==> src/rtl/mem_pkg.sv <==
// Shared types and constants for the memory arbiter.
package mem_pkg;

  typedef enum logic [1:0] {
    IDLE,
    ACCESS,
    DONE
  } state_t;

  localparam int ARB_FIXED = 0;
  localparam int ARB_RR    = 1;

  // Width of a channel index; a single channel still needs one bit.
  function automatic int ch_w(input int n);
    return (n > 1) ? $clog2(n) : 1;
  endfunction

endpackage

==> src/rtl/mem_arb_pick.sv <==
// Combinational channel picker: fixed priority or round-robin from last_grant+1.
module mem_arb_pick
  import mem_pkg::*;
#(
  parameter int NCH = 2,
  parameter int IW  = ch_w(NCH)
) (
  input  logic [NCH-1:0] req,
  input  logic [IW-1:0]  last_grant,
  input  logic           mode,
  output logic [IW-1:0]  grant,
  output logic           valid
);

  logic [IW-1:0] cand;

  // Walk the channels in search order; the first requester found wins.
  always_comb begin
    grant = '0;
    valid = 1'b0;
    cand  = '0;
    for (int k = 0; k < NCH; k++) begin
      cand = mode ? IW'((int'(last_grant) + 1 + k) % NCH) : IW'(k);
      if (!valid && req[cand]) begin
        grant = cand;
        valid = 1'b1;
      end
    end
  end

endmodule

==> src/rtl/mem_arbiter.sv <==
// Multi-channel arbiter in front of a single-port RAM with fixed wait states.
module mem_arbiter
  import mem_pkg::*;
#(
  parameter int NCH      = 2,
  parameter int AW       = 16,
  parameter int DW       = 16,
  parameter int WAIT     = 1,
  parameter int ARB_MODE = ARB_FIXED
) (
  input  logic              clk,
  input  logic              reset,
  input  logic [NCH-1:0]    req,
  input  logic [NCH-1:0]    we,
  input  logic [NCH*AW-1:0] addr,
  input  logic [NCH*DW-1:0] wdata,
  output logic [NCH-1:0]    ack,
  output logic [DW-1:0]     rdata,
  output logic [AW-1:0]     mem_addr,
  output logic [DW-1:0]     mem_wdata,
  output logic              mem_we,
  output logic              mem_oe,
  input  logic [DW-1:0]     mem_rdata
);

  localparam int            IW       = ch_w(NCH);
  localparam logic [IW-1:0] LAST_RST = IW'(NCH - 1);

  logic [NCH-1:0][AW-1:0] addr_v;
  logic [NCH-1:0][DW-1:0] wdata_v;
  assign addr_v  = addr;
  assign wdata_v = wdata;

  state_t        state;
  logic [3:0]    cnt;
  logic [IW-1:0] cur_ch;
  logic [IW-1:0] last_grant;
  logic          cur_we;
  logic [IW-1:0] pick_ch;
  logic          pick_vld;

  mem_arb_pick #(
    .NCH(NCH),
    .IW (IW)
  ) u_pick (
    .req       (req),
    .last_grant(last_grant),
    .mode      (ARB_MODE == ARB_RR),
    .grant     (pick_ch),
    .valid     (pick_vld)
  );

  // Access sequencer; the RAM strobes are registered so they switch on the
  // grant edge and stay clean for the whole access window.
  always_ff @(posedge clk) begin
    if (!reset) begin
      state      <= IDLE;
      ack        <= '0;
      mem_we     <= 1'b0;
      mem_oe     <= 1'b0;
      mem_addr   <= '0;
      mem_wdata  <= '0;
      rdata      <= '0;
      cnt        <= '0;
      cur_ch     <= '0;
      cur_we     <= 1'b0;
      last_grant <= LAST_RST;
    end else begin
      ack <= '0;
      case (state)
        IDLE: begin
          if (pick_vld) begin
            cur_ch     <= pick_ch;
            last_grant <= pick_ch;
            cur_we     <= we[pick_ch];
            mem_addr   <= addr_v[pick_ch];
            mem_wdata  <= wdata_v[pick_ch];
            mem_we     <= we[pick_ch];
            mem_oe     <= !we[pick_ch];
            cnt        <= 4'(WAIT);
            state      <= ACCESS;
          end
        end
        ACCESS: begin
          if (cnt == '0) begin
            if (!cur_we) rdata <= mem_rdata;
            mem_we      <= 1'b0;
            mem_oe      <= 1'b0;
            ack[cur_ch] <= 1'b1;
            state       <= DONE;
          end else begin
            cnt <= cnt - 1'b1;
          end
        end
        DONE:    state <= IDLE;
        default: state <= IDLE;
      endcase
    end
  end

endmodule

==> config.mk <==
export PLATFORM = sky130hd
export DESIGN_NAME = mem_arbiter
export DESIGN_NICKNAME = d
export VERILOG_FILES = /design/src/rtl/mem_pkg.sv /design/src/rtl/mem_arb_pick.sv /design/src/rtl/mem_arbiter.sv
export SDC_FILE = /design/constraint.sdc
export NUM_CORES = 1
export LEC_CHECK = 0
export CELL_PAD_IN_SITES_DETAIL_PLACEMENT = 1
export CELL_PAD_IN_SITES_GLOBAL_PLACEMENT = 2
export CORE_MARGIN = 2
export CORE_UTILIZATION = 24
export DETAILED_ROUTE_END_ITERATION = 10
export PLACE_DENSITY = 0.87
export SYNTH_ARGS = -nofsm -noshare
export SYNTH_HDL_FRONTEND = slang
export SYNTH_SLANG_ARGS = --single-unit
export TNS_END_PERCENT = 50
==> constraint.sdc <==
create_clock -name clk -period 4.36 [get_ports clk]
set_clock_uncertainty 0.15 [all_clocks]
set_input_delay 1.09 -clock clk [delete_from_list [all_inputs] [get_ports clk]]
set_output_delay 1.09 -clock clk [all_outputs]
set_load 0.02 [all_outputs]
Word-level counts from Yosys, hierarchy flattened
Index checks and enable logic that the tools add are counted.

word-level totals
  bits in registers = 60
  latch bits = 0
  memory bits (writable) = 0
  memory bits (read-only) = 0
  bits of input ports = 86
  output and inout bits = 52
  logic and storage cells = 54
  memories = 0

operators by class
  add/subtract/negate cells = 1
  multiply operators = 0
  divide/modulo/power cells = 0
  order comparisons = 3
  equality and inequality tests = 4
  shifts and indexed selects = 0
  muxes and demuxes = 22
  bitwise logic cells = 1
  reduce and logical (&&, ||, !) cells = 13

operator list
  kind                   count
  $mux W16               4
  $reduce_and A3 Y1      4
  $mux W1                9
  $mux W4                2
  $pmux W4 S2            1
  $ne A2 B2 Y1 const B   3
  $logic_not A4 Y1       1
  $lt A1 B2 Y1 const B   2
  $mux W2                2
  $pmux W1 S2            2
  $pmux W2 S2            1
  $reduce_and A2 Y1      2
  $sub A4 B1 Y4 const B  1
  $eq A2 B1 Y1 const B   1
  $logic_and A1 B1 Y1    2
  $logic_not A1 Y1       2
  $logic_not A2 Y1       1
  $reduce_bool A2 Y1     1
  $demux W1 S1           1
  $ge A1 B1 Y1 const B   1
  $not A1 Y1             1

Logic depth before layout (Yosys ltp)
Gate-level depths: netlist of the first run.

  depth after elaboration = 9
  gate-level depth with buffers = 6
  gate-level depth less buffers = 5

Hierarchy
From an unflattened synthesis of the first run, not the netlist that was laid out.

second synthesis, totals
  cell total of the unflattened synthesis = 278
  area total of the unflattened synthesis = 2,606.2 sq um

modules (own cells, without submodules)
  module        instances  cells an instance  area each (sq um)  sequential area each (sq um)
  mem_arbiter   1          275                2,586.2            1,221.2
  mem_arb_pick  1          3                  20.0               0.0

Worst setup path before layout of the first run
Ideal clock, no wire load.

  kind = input -> register
  start point = in req[1]
  end point = reg mem_addr[0]
  setup time = 0.089 ns
  arrival = 2.031 ns
  path slack = 2.091 ns
  stages = 6
  cell sequence = or2_0 > buf_6 > and2_1 > buf_6 > buf_6 > a311oi_2

on the way
  longest elaborated chain between the ends = 4
  elaborated cells on any way between the ends = 6
  classes of those cells = mux: 4; reduce/logical: 2

RTL lines
  item                                          line                source
  from (decl)                                   mem_arbiter.sv:13   input logic [NCH-1:0] req,
  $logic_and A1 B1 Y1 *                         mem_arb_pick.sv:24  if (!valid && req[cand]) begin
  $mux W1                                       mem_arb_pick.sv:24
  $mux W16 (implied by the code) (2 in series)  mem_arbiter.sv:76   mem_addr <= addr_v[pick_ch];
  to (signal assigned)                          mem_arbiter.sv:76
  to (decl)                                     mem_arbiter.sv:19   output logic [AW-1:0] mem_addr,

Every way passes the cells marked *; elsewhere a longest branch is shown, timed or not. The select of a mux whose other input is x is not followed.
A chain may end at the register's enable or synchronous reset.

Final worst setup path of the first run
  start point = in req[0]
  end point = reg mem_wdata[8]

on the way
  longest elaborated chain between the ends = 6
  elaborated cells on any way between the ends = 8
  classes of those cells = mux: 5; reduce/logical: 3

RTL lines
  item                                          line                source
  $mux W1 *                                     mem_arb_pick.sv:24
  $logic_not A1 Y1                              mem_arb_pick.sv:24
  $logic_and A1 B1 Y1                           mem_arb_pick.sv:24
  $mux W1                                       mem_arb_pick.sv:24
  $mux W16 (implied by the code) (2 in series)  mem_arbiter.sv:77   mem_wdata <= wdata_v[pick_ch];
  to (signal assigned)                          mem_arbiter.sv:77
  to (decl)                                     mem_arbiter.sv:20   output logic [DW-1:0] mem_wdata,

Marks and branches as above.

==> impl_metrics.toml, run 1 <==
[status]
status = "finished clean"

[sta]
rsz0062_at_grt = "no"
drv_slew = 0
max-slew-margin-rel_pct = 31.5
setup_viol = 0
worst_pin_slew_ps = 1030
max_freq_mhz = 343
tns_ps = 0
hold_viol = 0
min_period_ps = 2910
min_period_over_period_pct = 66.8

[placement]
place_inst = 568
routabilityCongestion = 0.717
place_hpwl_mm = 6.63
port-buffer-count = 137

[flow_run]
maxCapViolCount = 0

[floorplanning]
coreArea_mm2 = 0.0115
dieWidth_um = 112
die-height_um = 112
num_rows = 39
io_pins = 138
die_area_mm2 = 0.0127
start_util_pct = 24.6

[clock_tree]
cts_sinks = 60
cts_resized = 0
ctsHoldBuffers = 0
cts-root-buf = "clkbuf_16"
clock_path_buffers = 2
cts_tree = "yes"
path_clk_slew_ps = 60
htreeDepth = 3
cts_buffers = 9
post_cts_buffers = 0
clock_latency_ps = 320

[drt]
drtAntennaViolNets = 0
drcViolationCount = 0
routed_via_density = 4.72
drt_iter0_markers = 101
dr.pass1.iters = 4
wl_per_cell_um = 16.1
drt_wl_total_mm = 9.38
via_count = 2757

[worst_setup_path]
path_class = "in2reg"
path_buf_inv = 1
worstPathCellList = "clkdlybuf4s50_1, or2_1, and2_2, a311oi_2"
cp_slowest_cell = "and2_2"
rrSetupSlack_ps = 1990
cp-end-kind = "flip-flop"
cpLargestDelayFamily = "simple AND/OR/NAND/NOR gates"
cp.arrival_ps = 2900
crit_path_start_kind = "input port"
required_ps = 4350
worst_path_largest_cell_delay_ps = 830
critPathMaxFanout = 35

[logic_synthesis]
yosys_warnings = 0
synth_area_leader_cell = "dfxtp_1"
syn_nets = 398
netlist_instances = 311
synth.area.top_cells = "dfxtp_1 (43%), a311oi_2 (15%), nand2_1 (13%)"
ys.flop_type = "dfxtp_1"
yosys.area.top_type_share_pct = 42.5
syn-cell-area_mm2 = 0.00282
ys_seq_area_share_pct = 42.5
synth_cell_types = 35
synth_enable_flop_cells = 0
avgSynthCellArea_um2 = 9.08
postSynthRegisterBits = 60
synth-async-reset-ratio_pct = 0

[cells_and_area]
layout-drive-gt1-share_pct = 13.4
layout.nets = 523
layoutNonFillerInstCount = 584
diodes = 0
synthToLayoutAreaGrowth_pct = 62.0

[pwr]
p_leak_nw = 1.64
p_int_mw = 1.33
pwr-share-comb_pct = 27.2
swShare_pct = 28.9
power.switching_uw = 541
max-vdd-ir-drop_v = 0.000169
pwr-share-seq_pct = 34.7
powerDensity_mw_per_mm2 = 409
pwr-share-clk_pct = 38.1

[global_route]
overflow = 0
antenna_found_initial = 0
first_global_vias = 2994
grt_usage_pct = 14.8
grt_max_degree = 42
grt_pass1_wl_mm = 15.1

[hold_path]
min_path_type = "reg2reg"
-- worst paths after layout --
path / startpoint / to / depth (start not counted)
worst max-delay path: req[0] / mem_wdata[8] / 4
worst min-delay path: rdata[10] / rdata[10] / 2
worst max register to register: state[0] / mem_wdata[8] / 4
worst min register to register: rdata[10] / rdata[10] / 2
-- Yosys cell counts, drive strengths merged, types with 3 or more instances --
master,n
a21oi,34
and2,3
inv,3
nor2b,3
nand2,101
a311oi,32
nor2,4
a211oi,3
mux2i,16
buf,11
dfxtp,60
clkbuf,18
-- cells by family (layout without fill, tap and decap cells) --
group           count (synthesis)  in the layout  share of synthesized area, %
compound gates                 78             78                          25.9
flops                          60             60                          42.5
mux                            16             16                          5.67
simple gates                  124            124                          19.4
buf+inv                        32            162                          6.03
fa+ha+maj                       1              1                         0.443
-- power groups by stage --
stage | logic (mW) | registers (mW) | clock network, mW
after floorplan | 0.225 | 0.720 | 0
after global placement | 0.504 | 0.660 | 0
after detailed placement | 0.517 | 0.661 | 0
after CTS | 0.518 | 0.651 | 0.738
after global routing | 0.549 | 0.657 | 0.755
final | 0.510 | 0.650 | 0.713
-- per-stage QoR --
step	worst slack, ps	hold WS (ps)	util [%]	total power, mW	area [µm²]
after CTS	1430	313	39.9	1.91	4580
after global placement	1210	291	37.3	1.16	4270
final	1450	309	39.9	1.87	4580
after global routing	1310	336	39.9	1.96	4580
after floorplan	2090	265	-	0.945	2820
after detailed placement	1100	305	37.3	1.18	4270
-- state kept, by name, indices dropped and copies added, names as in the netlist --
| signal | cells |
|---|---|
| mem_oe | 1 |
| rdata | 16 |
| mem_addr | 16 |
| cnt | 4 |
| mem_we | 1 |
| state | 2 |
| cur_ch | 1 |
| ack | 2 |
| mem_wdata | 16 |
| cur_we | 1 |
-- per-layer routing --
layer  vias to the layer above  track usage [%]  share of wire (%)
met4                         0             3.90               0.99
met2                        85             27.3                 50
met1                      1313             17.3                 44
li1                       1350                -                  -
met3                         9             3.19                5.5
met5                         -                0                  0
-- worst register-to-register path, stage by stage, from the launching register on --
cell and delay, ps:
dfxtp_1 370, nor2_4 90, buf_4 390, and2_2 950, a311oi_2 250
-- cell type report --
type                       count  area, µm²
fill                        1338       6890
multi-input combinational    219       1460
timing repair buffer         143       1420
sequential                    60       1200
clock buffer                  12        256
tap                          143        179
clock inverter                 4       47.5
inverter                       3       11.3
-- placed cells by master (no fill, tap or decap), drive strengths merged, types with 2 or more instances in the layout --
cell,count
and2,3
clkinv,2
clkbuf,12
mux2i,16
nor3b,2
o21ai,2
nand2,101
nor2,4
clkdlybuf4s50,137
or4,2
inv,3
a21oi,34
nor2b,3
a211oi,3
a311oi,32
buf,6
dfxtp,60
nand2b,2
nor3,2
or2,2
(Power assumes the default switching activity.)
==> inputs of run 2 (changes only) <==
Settings changed: CORE_UTILIZATION 24 to 22, PLACE_DENSITY 0.87 to 0.81.
Clock period 4.36 ns to 2.75 ns, I/O delays scaled along.
==> impl_metrics.toml, run 2 (synthesis results as in run 1) <==
[status]
status = "finished clean"

[drt]
top_layer = "met4"
drcViolationCount = 0
drtAntennaViolNets = 0
via_count = 2746
drt_iter0_markers = 101
wl_per_cell_um = 14.8
routed_via_density = 4.45
dr.pass1.iters = 4
met3RoutedLength_um = 696
drt-met1-wl_mm = 3.91
drt_wl_total_mm = 9.15
wl_met2_mm = 4.47

[clock_tree]
ctsHoldBuffers = 0
cts_buffers = 9
cts_tree = "yes"
clock_path_buffers = 2
clock_latency_ps = 320
cts-root-buf = "clkbuf_16"
path_clk_slew_ps = 50
cts_resized = 0
htreeDepth = 3
post_cts_buffers = 0
cts_sinks = 60

[cells_and_area]
fin_area_mm2 = 0.00468
multi_input_area_mm2 = 0.00146
layout-drive-gt1-share_pct = 14.2
diodes = 0
layoutNonFillerInstCount = 617
layout.nets = 527
regArea_mm2 = 0.00120
top_regs = "mem_addr x16, mem_wdata x16, rdata x16"
most-common-layout-cells = "clkdlybuf4s50_1 (137), nand2_1 (101), dfxtp_1 (60)"
final_common_cell = "clkdlybuf4s50_1"
fillerInstances = 1426
synthToLayoutAreaGrowth_pct = 65.7
final_core_util_pct = 37.2

[floorplanning]
num_rows = 41
coreArea_mm2 = 0.0126
io_pins = 138
die-height_um = 117
dieWidth_um = 117
start_util_pct = 22.5
die_area_mm2 = 0.0138

[sta]
max_freq_mhz = 468
setup_viol = 0
rsz0062_at_grt = "no"
max-slew-margin-rel_pct = 70.2
min_period_ps = 2140
drv_slew = 0
whs_ps = 306
layout_setup_ws_ps = 614
tns_ps = 0
min_period_over_period_pct = 77.7
hold_viol = 0
worst_pin_slew_ps = 445

[worst_setup_path]
path_buf_inv = 1
cp-end-kind = "primary output"
cp.arrival_ps = 1300
worstPathCellList = "clkdlybuf4s50_1"
cp_slowest_cell = "clkdlybuf4s50_1"
cpLargestDelayFamily = "buffers and inverters"
crit_path_start_kind = "flip-flop"
critPathMaxFanout = 2
path_class = "reg2out"
worst_path_largest_cell_delay_ps = 620
required_ps = 1910

[flow_run]
maxCapViolCount = 0

[placement]
place_inst = 601
place_area_mm2 = 0.00438
routabilityCongestion = 0.725
place_hpwl_mm = 6.65
port-buffer-count = 137
post-place-ws_ps = 336

[global_route]
grt_pass1_wl_mm = 14.5
overflow = 0
first_global_vias = 2944
grt_usage_pct = 13.6
antenna_found_initial = 0
grt_max_degree = 40

[pwr]
p_leak_nw = 1.68
powerDensity_mw_per_mm2 = 639
max-vdd-ir-drop_v = 0.000287
fin_total_pwr_mw = 2.99

[hold_path]
min_path_type = "reg2reg"
-- run 2: cell count changes in the layout (fill, tap and decap cells not counted), sizes merged --
cell / before / now
buf: 6 / 10
-- run 2: final timing paths --
kind / start / end / slack (ps) / depth (start not counted)
setup / recovery: mem_addr[0] / mem_addr[0] / 610 / 1
hold / removal: rdata[0] / rdata[0] / 310 / 2
setup reg to reg: cnt[0] / cnt[0] / 980 / 5
hold reg to reg: rdata[0] / rdata[0] / 310 / 2
-- run 2: area by class of cell --
| class | instances | area share, % |
|---|---|---|
| timing repair buffer | 147 | 31.7 |
| multi-input combinational | 219 | 31.3 |
| sequential | 60 | 25.7 |
| clock buffer | 12 | 5.48 |
| tap | 172 | 4.60 |
| clock inverter | 4 | 1.02 |
| inverter | 3 | 0.241 |
-- run 2: report_power, final --
part,switching (mW),leakage [nW],internal (mW)
Clock,0.384,0.149,0.747
Sequential,0.0611,0.494,0.969
Combinational,0.414,1.03,0.413
Total,0.859,1.68,2.13
-- run 2: per-layer routing --
metal	up-vias	GRT usage [%]
met3	8	4.94
met4	0	3.29
met1	1291	16.1
met2	86	23.5
li1	1361	-
met5	-	0
==> inputs of run 3 (changes only) <==
Clock period 2.75 ns to 2.1 ns, I/O delays scaled along.
==> impl_metrics.toml, run 3 (synthesis results as in run 1) <==
[status]
status = "finished clean"

[sta]
tns_ps = 0
max-slew-margin-rel_pct = 73.6
hold_viol = 0
worst_pin_slew_ps = 396
rsz0062_at_grt = "no"
max_freq_mhz = 507
min_period_ps = 1970
min_period_over_period_pct = 93.9
drv_slew = 0
setup_viol = 0

[global_route]
overflow = 0
grt_usage_pct = 13.5
antenna_found_initial = 0
grt_pass1_wl_mm = 14.4
first_global_vias = 3007
grt_max_degree = 40

[flow_run]
maxCapViolCount = 0

[pwr]
max-vdd-ir-drop_v = 0.000423
pwr-share-comb_pct = 28.9
pwr-share-seq_pct = 35.5
swShare_pct = 29.6
pwr-share-clk_pct = 35.6
powerDensity_mw_per_mm2 = 805
p_int_mw = 2.68
power.switching_mw = 1.13
p_leak_nw = 1.71

[placement]
routabilityCongestion = 0.722
port-buffer-count = 137
place_area_mm2 = 0.00446
place_hpwl_mm = 6.86

[floorplanning]
die_area_mm2 = 0.0138
dieWidth_um = 117
start_util_pct = 22.5
coreArea_mm2 = 0.0126
die-height_um = 117
num_rows = 41
io_pins = 138

[clock_tree]
cts_sinks = 60
cts-root-buf = "clkbuf_16"
clock_latency_ps = 310
path_clk_slew_ps = 50
ctsHoldBuffers = 0
cts_buffers = 9
htreeDepth = 3
cts_tree = "yes"
clock_path_buffers = 2
post_cts_buffers = 0
cts_resized = 0

[worst_setup_path]
cp.arrival_ps = 1300
critPathMaxFanout = 2
r2r_start = "cnt[0]"
crit_start = "mem_wdata[1]"
rrSetupSlack_ps = 330
critPathCapture = "mem_wdata[1]"
cpLargestDelayFamily = "buffers and inverters"
required_ps = 1420
crit_cells = 1
reg2reg_depth = 6
cp_slowest_cell = "clkdlybuf4s50_1"
crit_path_start_kind = "flip-flop"
worst_r2r_endpoint = "rdata[4]"
worst_path_largest_cell_delay_ps = 660
worstPathCellList = "clkdlybuf4s50_1"
path_class = "reg2out"
path_buf_inv = 1
cp-end-kind = "primary output"

[drt]
drt_iter0_markers = 105
drtAntennaViolNets = 0
drt_wl_total_mm = 9.20
wl_per_cell_um = 14.7
routed_via_density = 4.46
drcViolationCount = 0
via_count = 2786
dr.pass1.iters = 4

[cells_and_area]
most-common-layout-cells = "clkdlybuf4s50_1 (137), nand2_1 (101), dfxtp_1 (60)"
synthToLayoutAreaGrowth_pct = 67.8
top_regs = "mem_addr x16, mem_wdata x16, rdata x16"
layout-drive-gt1-share_pct = 15.7
layout.nets = 535
final_common_cell = "clkdlybuf4s50_1"
diodes = 0
fillerInstances = 1460
fin_area_mm2 = 0.00474

[hold_path]
hold_depth = 2
min_path_type = "reg2reg"
[run 3: changes by cell type in the layout (fill, tap and decap cells not counted), sizes merged]
cell      change
buf           +8
clkbuf        -1
clkinvlp      +1
bufinv        -1
[run 3: power groups by stage]
stage	combinational, mW	clock [mW]	sequential (mW)
after floorplan	0.468	0	1.49
after global placement	1.10	0	1.37
after detailed placement	1.11	0	1.38
after CTS	1.12	1.40	1.36
after global routing	1.19	1.46	1.37
final	1.10	1.36	1.35
[run 3: layout make-up]
| cell class | instances | area (µm²) | share of cell area, % |
|---|---|---|---|
| clock inverter | 4 | 25.0 | 0.528 |
| sequential | 60 | 1200 | 25.3 |
| clock buffer | 11 | 253 | 5.33 |
| tap | 172 | 215 | 4.54 |
| multi-input combinational | 219 | 1460 | 30.9 |
| timing repair buffer | 155 | 1570 | 33.1 |
| inverter | 3 | 11.3 | 0.238 |
[run 3: worst min-delay path by stage]
stage                     startpoint  slack, ps        end
after detailed placement    rdata[8]        300   rdata[8]
final                       rdata[0]        310   rdata[0]
after CTS                   rdata[8]        310   rdata[8]
after global placement     rdata[11]        290  rdata[11]
after global routing        rdata[0]        330   rdata[0]
after floorplan               cur_ch        270     ack[0]
[run 3: layer usage]
layer	GRT usage (%)	wire [µm]	part of all wire (%)
met5	0	0	0
met4	4.71	178	1.9
met3	4.17	674	7.3
met2	23.3	4350	47
met1	15.8	4000	43
[run 3: per-stage QoR]
step                      hold slack [ps]  instances  util [%]  setup slack (ps)  total power [mW]
final                                 306        624      37.7               129              3.81
after global placement                291        609      35.5             -33.7              2.47
after CTS                             309        624      37.7               119              3.88
after detailed placement              302        609      35.5              -135              2.49
after floorplan                       265        311         -               396              1.96
after global routing                  329        624      37.7              68.8              4.01
